[src/rtl/core_pkg.sv]
`default_nettype none
// +--------------------------------------------------------------------+
// | core_pkg : shared encodings and stage-record types for the core    |
// | Revision : 1.0                                                     |
// +--------------------------------------------------------------------+
package core_pkg;

  localparam int         REG_ADDR_W      = 5;
  localparam logic [1:0] RESULT_SRC_LOAD = 2'b01;

  localparam logic [1:0] FWD_RF  = 2'b00;
  localparam logic [1:0] FWD_WB  = 2'b01;
  localparam logic [1:0] FWD_MEM = 2'b10;

  typedef logic [REG_ADDR_W-1:0] regAddr_t;

endpackage
`default_nettype wire

[src/rtl/fwd_sel.sv]
`default_nettype none
// +--------------------------------------------------------------------+
// | fwd_sel : EX-stage operand forwarding select, MEM over WB          |
// | Revision : 1.0                                                     |
// +--------------------------------------------------------------------+
module fwd_sel
  import core_pkg::*;
(
  input  logic [REG_ADDR_W-1:0] RsE,
  input  logic [REG_ADDR_W-1:0] RdM,
  input  logic                  RegWriteM,
  input  logic [REG_ADDR_W-1:0] RdW,
  input  logic                  RegWriteW,
  output logic [1:0]            Fwd
);

  // x0 is hard-wired zero, so a write to it must never be forwarded
  always_comb begin
    Fwd = FWD_RF;
    if (RegWriteM && (RdM != '0) && (RdM == RsE)) begin
      Fwd = FWD_MEM;
    end else if (RegWriteW && (RdW != '0) && (RdW == RsE)) begin
      Fwd = FWD_WB;
    end
  end

endmodule
`default_nettype wire

[src/rtl/hazard_unit.sv]
`default_nettype none
// +--------------------------------------------------------------------+
// | hazard_unit : forwarding selects, stall/flush control and          |
// |               saturating hazard counters for the 5-stage core      |
// | Revision : 1.0                                                     |
// +--------------------------------------------------------------------+
module hazard_unit
  import core_pkg::*;
#(
  parameter int CNT_W = 16
) (
  input  logic                  clk,
  input  logic                  rst,
  input  logic [REG_ADDR_W-1:0] Rs1D,
  input  logic [REG_ADDR_W-1:0] Rs2D,
  input  logic [REG_ADDR_W-1:0] RdD,
  input  logic                  RegWriteD,
  input  logic [1:0]            ResultSrcD,
  input  logic                  PCSrcE,
  output logic [1:0]            ForwardAE,
  output logic [1:0]            ForwardBE,
  output logic                  StallF,
  output logic                  StallD,
  output logic                  FlushD,
  output logic                  FlushE,
  output logic [CNT_W-1:0]      lw_stall_cnt,
  output logic [CNT_W-1:0]      flush_cnt
);

  localparam logic [CNT_W-1:0] C_CNT_ONE = CNT_W'(1);

  regAddr_t        r_Rs1E, r_Rs2E, r_RdE, r_RdM, r_RdW;
  logic            r_RegWriteE, r_RegWriteM, r_RegWriteW;
  logic [1:0]      r_ResultSrcE;
  logic [CNT_W-1:0] r_lwStallCnt, r_flushCnt;

  logic            w_lwStall;
  logic            w_pcSrc;
  logic            w_flushE;

  // PCSrcE is a raw input, so it is masked to keep all controls low during reset
  assign w_pcSrc   = PCSrcE & ~rst;
  assign w_lwStall = (r_ResultSrcE == RESULT_SRC_LOAD) && r_RegWriteE && (r_RdE != '0)
                     && ((r_RdE == Rs1D) || (r_RdE == Rs2D));
  assign w_flushE  = w_lwStall | w_pcSrc;

  always_ff @(posedge clk or posedge rst) begin
    if (rst) begin
      r_Rs1E       <= '0;
      r_Rs2E       <= '0;
      r_RdE        <= '0;
      r_RegWriteE  <= 1'b0;
      r_ResultSrcE <= '0;
      r_RdM        <= '0;
      r_RegWriteM  <= 1'b0;
      r_RdW        <= '0;
      r_RegWriteW  <= 1'b0;
    end else begin
      if (w_flushE) begin
        r_Rs1E       <= '0;
        r_Rs2E       <= '0;
        r_RdE        <= '0;
        r_RegWriteE  <= 1'b0;
        r_ResultSrcE <= '0;
      end else begin
        r_Rs1E       <= Rs1D;
        r_Rs2E       <= Rs2D;
        r_RdE        <= RdD;
        r_RegWriteE  <= RegWriteD;
        r_ResultSrcE <= ResultSrcD;
      end
      r_RdM       <= r_RdE;
      r_RegWriteM <= r_RegWriteE;
      r_RdW       <= r_RdM;
      r_RegWriteW <= r_RegWriteM;
    end
  end

  always_ff @(posedge clk or posedge rst) begin
    if (rst) begin
      r_lwStallCnt <= '0;
      r_flushCnt   <= '0;
    end else begin
      if (w_lwStall && (r_lwStallCnt != '1)) begin
        r_lwStallCnt <= r_lwStallCnt + C_CNT_ONE;
      end
      if (w_pcSrc && (r_flushCnt != '1)) begin
        r_flushCnt <= r_flushCnt + C_CNT_ONE;
      end
    end
  end

  fwd_sel u_fwdA (
    .RsE       (r_Rs1E),
    .RdM       (r_RdM),
    .RegWriteM (r_RegWriteM),
    .RdW       (r_RdW),
    .RegWriteW (r_RegWriteW),
    .Fwd       (ForwardAE)
  );

  fwd_sel u_fwdB (
    .RsE       (r_Rs2E),
    .RdM       (r_RdM),
    .RegWriteM (r_RegWriteM),
    .RdW       (r_RdW),
    .RegWriteW (r_RegWriteW),
    .Fwd       (ForwardBE)
  );

  assign StallF       = w_lwStall;
  assign StallD       = w_lwStall;
  assign FlushD       = w_pcSrc;
  assign FlushE       = w_flushE;
  assign lw_stall_cnt = r_lwStallCnt;
  assign flush_cnt    = r_flushCnt;

endmodule
`default_nettype wire

[config.mk]
export PLATFORM = sky130hd
export DESIGN_NAME = hazard_unit
export DESIGN_NICKNAME = d
export VERILOG_FILES = /design/src/rtl/core_pkg.sv /design/src/rtl/fwd_sel.sv /design/src/rtl/hazard_unit.sv
export SDC_FILE = /design/constraint.sdc
export NUM_CORES = 1
export LEC_CHECK = 0
export BUFFER_PORTS_ARGS = -buffer_cell sky130_fd_sc_hd__buf_2
export CAP_MARGIN = 25
export CORE_MARGIN = 4
export CORE_UTILIZATION = 30
export CTS_BUF_LIST = sky130_fd_sc_hd__clkbuf_4 sky130_fd_sc_hd__clkbuf_8
export DETAILED_ROUTE_END_ITERATION = 16
export MAX_ROUTING_LAYER = met4
export PLACE_DENSITY = 0.48
export SLEW_MARGIN = 20
export SYNTH_ARGS = -nofsm -noshare
export SYNTH_HDL_FRONTEND = slang
export SYNTH_SLANG_ARGS = --single-unit
[constraint.sdc]
create_clock -name clk -period 2.9 [get_ports clk]
set_input_delay 0.29 -clock clk [delete_from_list [all_inputs] [get_ports clk]]
set_output_delay 0.29 -clock clk [all_outputs]
set_load 0.02 [all_outputs]
==> flow_summary.yaml, run 1 <==
floorplanning:
  io-pin-count: 61
  core_area_um2: 9284
  die_area_um2: 11240
  rows: 35
  die_h_um: 106.0
  die_x_um: 106.0
  start_util_pct: 31.04
timing:
  min_period_ps: 2355
  setup-violations-final: 0
  tightest_slew_ps: 786.5
  slew_headroom_pct: 47.57
  rsz0062_at_grt: "no"
  setup_tns_ps: 0
  finalHoldViolCount: 0
  finalMaxSlewViolations: 0
  fin_skew_ps: 6.947
  clock.fmax_mhz: 424.6
  timing.final.crit_share_pct: 81.21
critical_path:
  critPathBufInv: 1
  critPathLaunchType: "flip-flop"
  cp_max_fo: 4
  slowest_delay_ps: 520
  critPathSlowestCell: "or4_1"
  end_kind: "output pin"
  path_class: "reg2out"
  path_cells: "or4_1 > o21ai_0 > nor4_1 > nor4_1 > buf_2"
  cpLargestDelayFamily: "simple AND/OR/NAND/NOR gates"
  cp.required_ps: 2610
  crit_top_cell: "nor4_1"
  worst_ep_arrival_time_ps: 2070
synth:
  synthDistinctLibCells: 42
  synth_ff_type: "dfrtp_1"
  synth.largest_area_cell: "dfrtp_1"
  synth-seq-cells: 62
  synthCells: 253
  synthArstFlopShare_pct: 100.0
  synth_edf_count: 0
  syn_nets: 276
  yosysTopAreaCellShare_pct: 53.84
  yosysSeqAreaShare_pct: 53.84
  synth_area_um2: 2882
  syn_avg_cell_area_um2: 11.39
  yosysWarnings: 0
  ys_top_cells_by_area: "dfrtp_1 (54%), xnor2_1 (11%), xor2_1 (5.8%), and2_1 (4.3%), nand3_1 (2.8%)"
clock_network:
  clk_pin_slew_ps: 70
  cts_tree: "built"
  cts_buffer_depth: 2
  numCtsBuffers: 9
  clkSinkCount: 62
  cts-htree-levels: 3
  root_buffer: "clkbuf_8"
  cts_resized: 0
  cts_setup_buffers: 0
  cts_hold_buffers: 0
  clock_latency_ps: 320
layout:
  finalNetCount: 347
  layout_commonest_cell: "dfrtp_1"
  antenna_cells: 0
  final_cell_mix: "dfrtp_1 (62), buf_2 (60), xnor2_1 (35)"
  final_cells: 458
  drive_gt1_share_pct: 29.18
  final_area_um2: 3550
  syn_to_final_growth_pct: 23.19
run_status:
  outcome: "finished, final reports clean"
route:
  wl_per_cell_um: 13.50
  ant_nets: 0
  via_per_inst: 4.480
  drt_pass1_iterations: 5
  drtIter0Drc: 82
  num_vias: 2052
  drc: 0
  routed_wl_um: 6181
placement:
  port-buffer-count: 60
  place_hpwl_um: 4604
  routabilityCongestion: 0.7988
  dpl_cell_area_um2: 3352
  placed_cells: 442
flow_run:
  maxCapViolCount: 0
grt:
  overflow: 0
  first_global_vias: 2151
  grt_pass1_wl_um: 10430
  grt_max_degree: 63
  antenna_found_initial: 0
  grt.total_usage_pct: 11.96
min_path:
  hold_path_class: "in2reg"
power_and_ir_drop:
  ir_drop_v: 0.0001882
  leakagePower_nw: 1.668
  p_per_area_nw_per_um2: 596.4
-- path summary, 6_finish.rpt --
path                            startpoint         endpoint  slack [ps]  cells past startpoint
max reg2reg                lw_stall_cnt[0]  lw_stall_cnt[1]        1050                      6
min reg2reg                    r_RegWriteM      r_RegWriteW         380                      0
min                              RegWriteD      r_RegWriteE         170                      2
max in group asynchronous              rst         r_RdE[1]        2180                      3
max                               r_RdM[0]     ForwardBE[0]         540                      5
min in group asynchronous              rst     flush_cnt[4]         180                      3
-- synthesized netlist by cell type, types with 2 or more instances --
library cell / number
dfrtp_1: 62
inv_1: 4
nor3_1: 5
ha_1: 2
nand3_1: 16
xnor2_1: 35
nor4_1: 6
and3_1: 4
o21ai_0: 5
xor2_1: 19
or4_1: 4
and2_1: 20
nand4_1: 11
nor2_1: 13
nand2_1: 16
a21oi_1: 2
a31oi_1: 2
mux2_4: 2
buf_2: 2
-- per-stage QoR --
stage | setup WS [ps] | power (mW) | util, % | hold WS, ps
CTS | 483.5 | 2.160 | 38.23 | 149.1
finish | 544.8 | 2.117 | 38.23 | 169.5
global route | 360.2 | 2.242 | 38.23 | 154.4
global placement | 870.9 | 1.391 | 36.11 | 376.5
floorplan | 593.0 | 1.264 | - | 347.8
detailed placement | 869.8 | 1.392 | 36.11 | 371.8
-- report_power, final --
part / internal (mW) / switching (mW)
clock: 0.399 / 0.352
sequential: 0.941 / 0.0962
combinational: 0.146 / 0.182
total: 1.49 / 0.630
-- cell families after synthesis --
group	Yosys count	synth area share, %
compound gates	16	4.038
mux	3	1.433
fa+ha+maj	2	0.8683
buf+inv	8	1.259
flops	62	53.84
simple gates	108	22.15
xor+xnor	54	16.41
-- registers in the layout, indices dropped and copies added, names as in the netlist, 2 cells and up --
name / cells
flush_cnt: 16
lw_stall_cnt: 16
r_RdE: 5
r_RdM: 5
r_RdW: 5
r_ResultSrcE: 2
r_Rs1E: 5
r_Rs2E: 5
-- metal layers --
metal	up-vias	part of all wire, %	global-route usage (%)
met4	0	1.1	4.903
met2	48	46	17.99
met3	9	4.8	3.097
li1	1018	-	-
met1	977	48	15.41
met5	-	0	-
-- cell type report --
type,instances,area (um^2)
tap,129,161.4
clock inverter,7,73.82
multi-input combinational,183,1294
clock buffer,9,123.9
sequential,62,1551
fill,965,5734
inverter,4,15.01
timing repair buffer,64,330.3
(Power assumes the default switching activity.)
==> run 2: changes to the inputs <==
--- a/config.mk
+++ b/config.mk
@@ -5,6 +5,7 @@
 export SDC_FILE = /design/constraint.sdc
 export NUM_CORES = 1
 export LEC_CHECK = 0
+export ABC_AREA = 1
 export BUFFER_PORTS_ARGS = -buffer_cell sky130_fd_sc_hd__buf_2
 export CAP_MARGIN = 25
 export CORE_MARGIN = 4
@@ -12,7 +13,7 @@
 export CTS_BUF_LIST = sky130_fd_sc_hd__clkbuf_4 sky130_fd_sc_hd__clkbuf_8
 export DETAILED_ROUTE_END_ITERATION = 16
 export MAX_ROUTING_LAYER = met4
-export PLACE_DENSITY = 0.48
+export PLACE_DENSITY = 0.47
 export SLEW_MARGIN = 20
 export SYNTH_ARGS = -nofsm -noshare
 export SYNTH_HDL_FRONTEND = slang
==> constraint.sdc (replaced) <==
create_clock -name clk -period 2.4 [get_ports clk]
set_input_delay 0.24 -clock clk [delete_from_list [all_inputs] [get_ports clk]]
set_output_delay 0.24 -clock clk [all_outputs]
set_load 0.02 [all_outputs]
==> flow_summary.yaml, run 2 <==
layout:
  final_cell_mix: "nand2_1 (129), dfrtp_1 (62), buf_2 (60)"
  antenna_cells: 0
  syn_to_final_growth_pct: 18.66
  layout_commonest_cell: "nand2_1"
  register_area_um2: 1551
  finalNetCount: 508
  drive_gt1_share_pct: 19.39
  fillCellCount: 1189
  multi_input_area_um2: 1520
grt:
  top_usage_layer: "met2"
  grt.total_usage_pct: 13.29
  grt_use_met3_pct: 2.228
  grt_max_degree: 63
  first_global_vias: 2722
  grt_pass1_wl_um: 13300
  use_met2_pct: 20.89
  antenna_found_initial: 0
  gr-usage-met1_pct: 17.25
  overflow: 0
power_and_ir_drop:
  p_clk_share_pct: 31.9
  p_per_area_nw_per_um2: 641.5
  leakagePower_nw: 2.040
  intPower_mw: 1.697
  switching_power_mw: 0.8394
  seqPwrFrac_pct: 49.8
  p_comb_share_pct: 18.3
  ir_drop_v: 0.0004288
  swShare_pct: 33.09
floorplanning:
  die_x_um: 113.4
  core_area_um2: 10840
  start_util_pct: 30.74
  die_h_um: 113.4
  rows: 38
  io-pin-count: 61
  die_area_um2: 12860
clock_network:
  cts_buffer_depth: 2
  cts-htree-levels: 3
  root_buffer: "clkbuf_8"
  numCtsBuffers: 9
  cts_tree: "built"
  cts_resized: 0
  cts_hold_buffers: 0
  clkSinkCount: 62
  cts_setup_buffers: 0
  clk_pin_slew_ps: 70
  clock_latency_ps: 340
critical_path:
  path_class: "reg2out"
  cp_max_fo: 19
  end_kind: "output pin"
  cp.required_ps: 2160
  critPathLaunchType: "flip-flop"
  worst_ep_arrival_time_ps: 1850
synth:
  yosysSeqAreaShare_pct: 46.56
  ys_top_cells_by_area: "dfrtp_1 (47%), nand2_1 (15%), xnor2_1 (6.6%), nor2_1 (5.7%), inv_1 (5.6%)"
  synth_edf_count: 0
  synthCells: 418
  synth_common_cells: "nand2_1 (129), dfrtp_1 (62), nor2_1 (51), inv_1 (50), nand4_1 (28)"
  synth_area_um2: 3332
  synth_ff_type: "dfrtp_1"
  synthArstFlopShare_pct: 100.0
  syn_nets: 441
  syn_avg_cell_area_um2: 7.971
  yosysTopAreaCellShare_pct: 46.56
  synth-seq-cells: 62
  synthDistinctLibCells: 24
  synth.largest_area_cell: "dfrtp_1"
  yosysWarnings: 0
  synth.most_common_cell: "nand2_1"
timing:
  timing.final.crit_share_pct: 87.02
  rsz0062_at_grt: "no"
  setup_tns_ps: 0
  fin_skew_ps: 9.379
  clock.fmax_mhz: 478.8
  slew_headroom_pct: 48.06
  finalHoldViolCount: 0
  finalMaxSlewViolations: 0
  setup_ws_ps: 311.6
  setup-violations-final: 0
  min_period_ps: 2088
  tightest_slew_ps: 779.1
min_path:
  hold_path_class: "in2reg"
placement:
  routabilityCongestion: 0.7991
  port-buffer-count: 60
  place_hpwl_um: 5812
  place_ws_ps: 515.8
route:
  wl_per_cell_um: 12.52
  drt_pass1_iterations: 4
  routed_wl_um: 7886
  via_per_inst: 4.413
  drtIter0Drc: 108
  drc: 0
  ant_nets: 0
  num_vias: 2780
run_status:
  outcome: "finished, final reports clean"
flow_run:
  maxCapViolCount: 0
run 2: cell count changes in the layout (fill, tap and decap cells not counted), moves of 4 or more:
cell and change:
or4_1 -4, nor4_1 -6, nand4_1 +17, and2_1 -19
and3_1 -4, nor2_1 +38, nand2_1 +113, xnor2_1 -10
inv_1 +46
run 2: worst max-delay path, cell delays in order (launching register included):
cell	delay, ps
dfrtp_1	430
inv_1	80
nand4_1	80
o21ai_0	90
inv_2	290
nand2_2	130
nand2_4	200
buf_2	210
run 2: through the flow:
step	util [%]	cell area, um^2	instances	power (mW)	hold WS, ps
after global routing	36.47	3954	630	2.703	98.04
after global placement	34.87	3780	614	1.751	367.6
after detailed placement	34.87	3780	614	1.756	368.7
final	36.47	3954	630	2.536	106.5
after CTS	36.47	3954	630	2.586	89.57
after floorplan	-	3336	418	1.587	346.2
run 2: final timing paths:
| check | from | endpoint | slack [ps] | cells past startpoint |
|---|---|---|---|---|
| worst min register to register | r_RegWriteE | r_RegWriteM | 380 | 0 |
| worst min-delay path | RdD[1] | r_RdE[1] | 110 | 3 |
| worst max register to register | flush_cnt[0] | flush_cnt[2] | 550 | 9 |
| min in group asynchronous | rst | flush_cnt[0] | 170 | 3 |
| max in group asynchronous | rst | lw_stall_cnt[15] | 1710 | 3 |
| worst max-delay path | r_RdE[0] | FlushE | 310 | 7 |
run 2: logic make-up after synthesis:
| logic type | share of synthesized area, % |
|---|---|
| adders and majority gates | 0.7509 |
| DFF | 46.56 |
| xor gates and xnor gates | 11.04 |
| AOI/OAI and AO/OA | 1.202 |
| and+or+nand+nor | 32.63 |
| buffers and inverters | 7.811 |
run 2: layout make-up:
class                   count  share of cell area, %
clock buffers               9                  3.133
clock inverters             7                  1.266
inverters                  53                  5.127
multi-input cells         295                  38.45
flip-flops and latches     62                  39.24
well taps                 140                  4.430
repair buffers             64                  8.354
run 2: per-layer routing:
layer  vias up  part of all wire (%)
met2        57                    47
met1      1276                    47
met3        15                   3.6
li1       1432                     -
met4         0                   1.8
met5         -                     0
run 2: power by group through the flow:
stage / Sequential (mW) / Clock, mW / Combinational, mW
6_report: 1.26 / 0.810 / 0.464
5_1_grt: 1.28 / 0.899 / 0.519
4_1_cts: 1.27 / 0.847 / 0.473
3_5_place_dp: 1.28 / 0 / 0.473
3_3_place_gp: 1.28 / 0 / 0.468
2_1_floorplan: 1.34 / 0 / 0.243
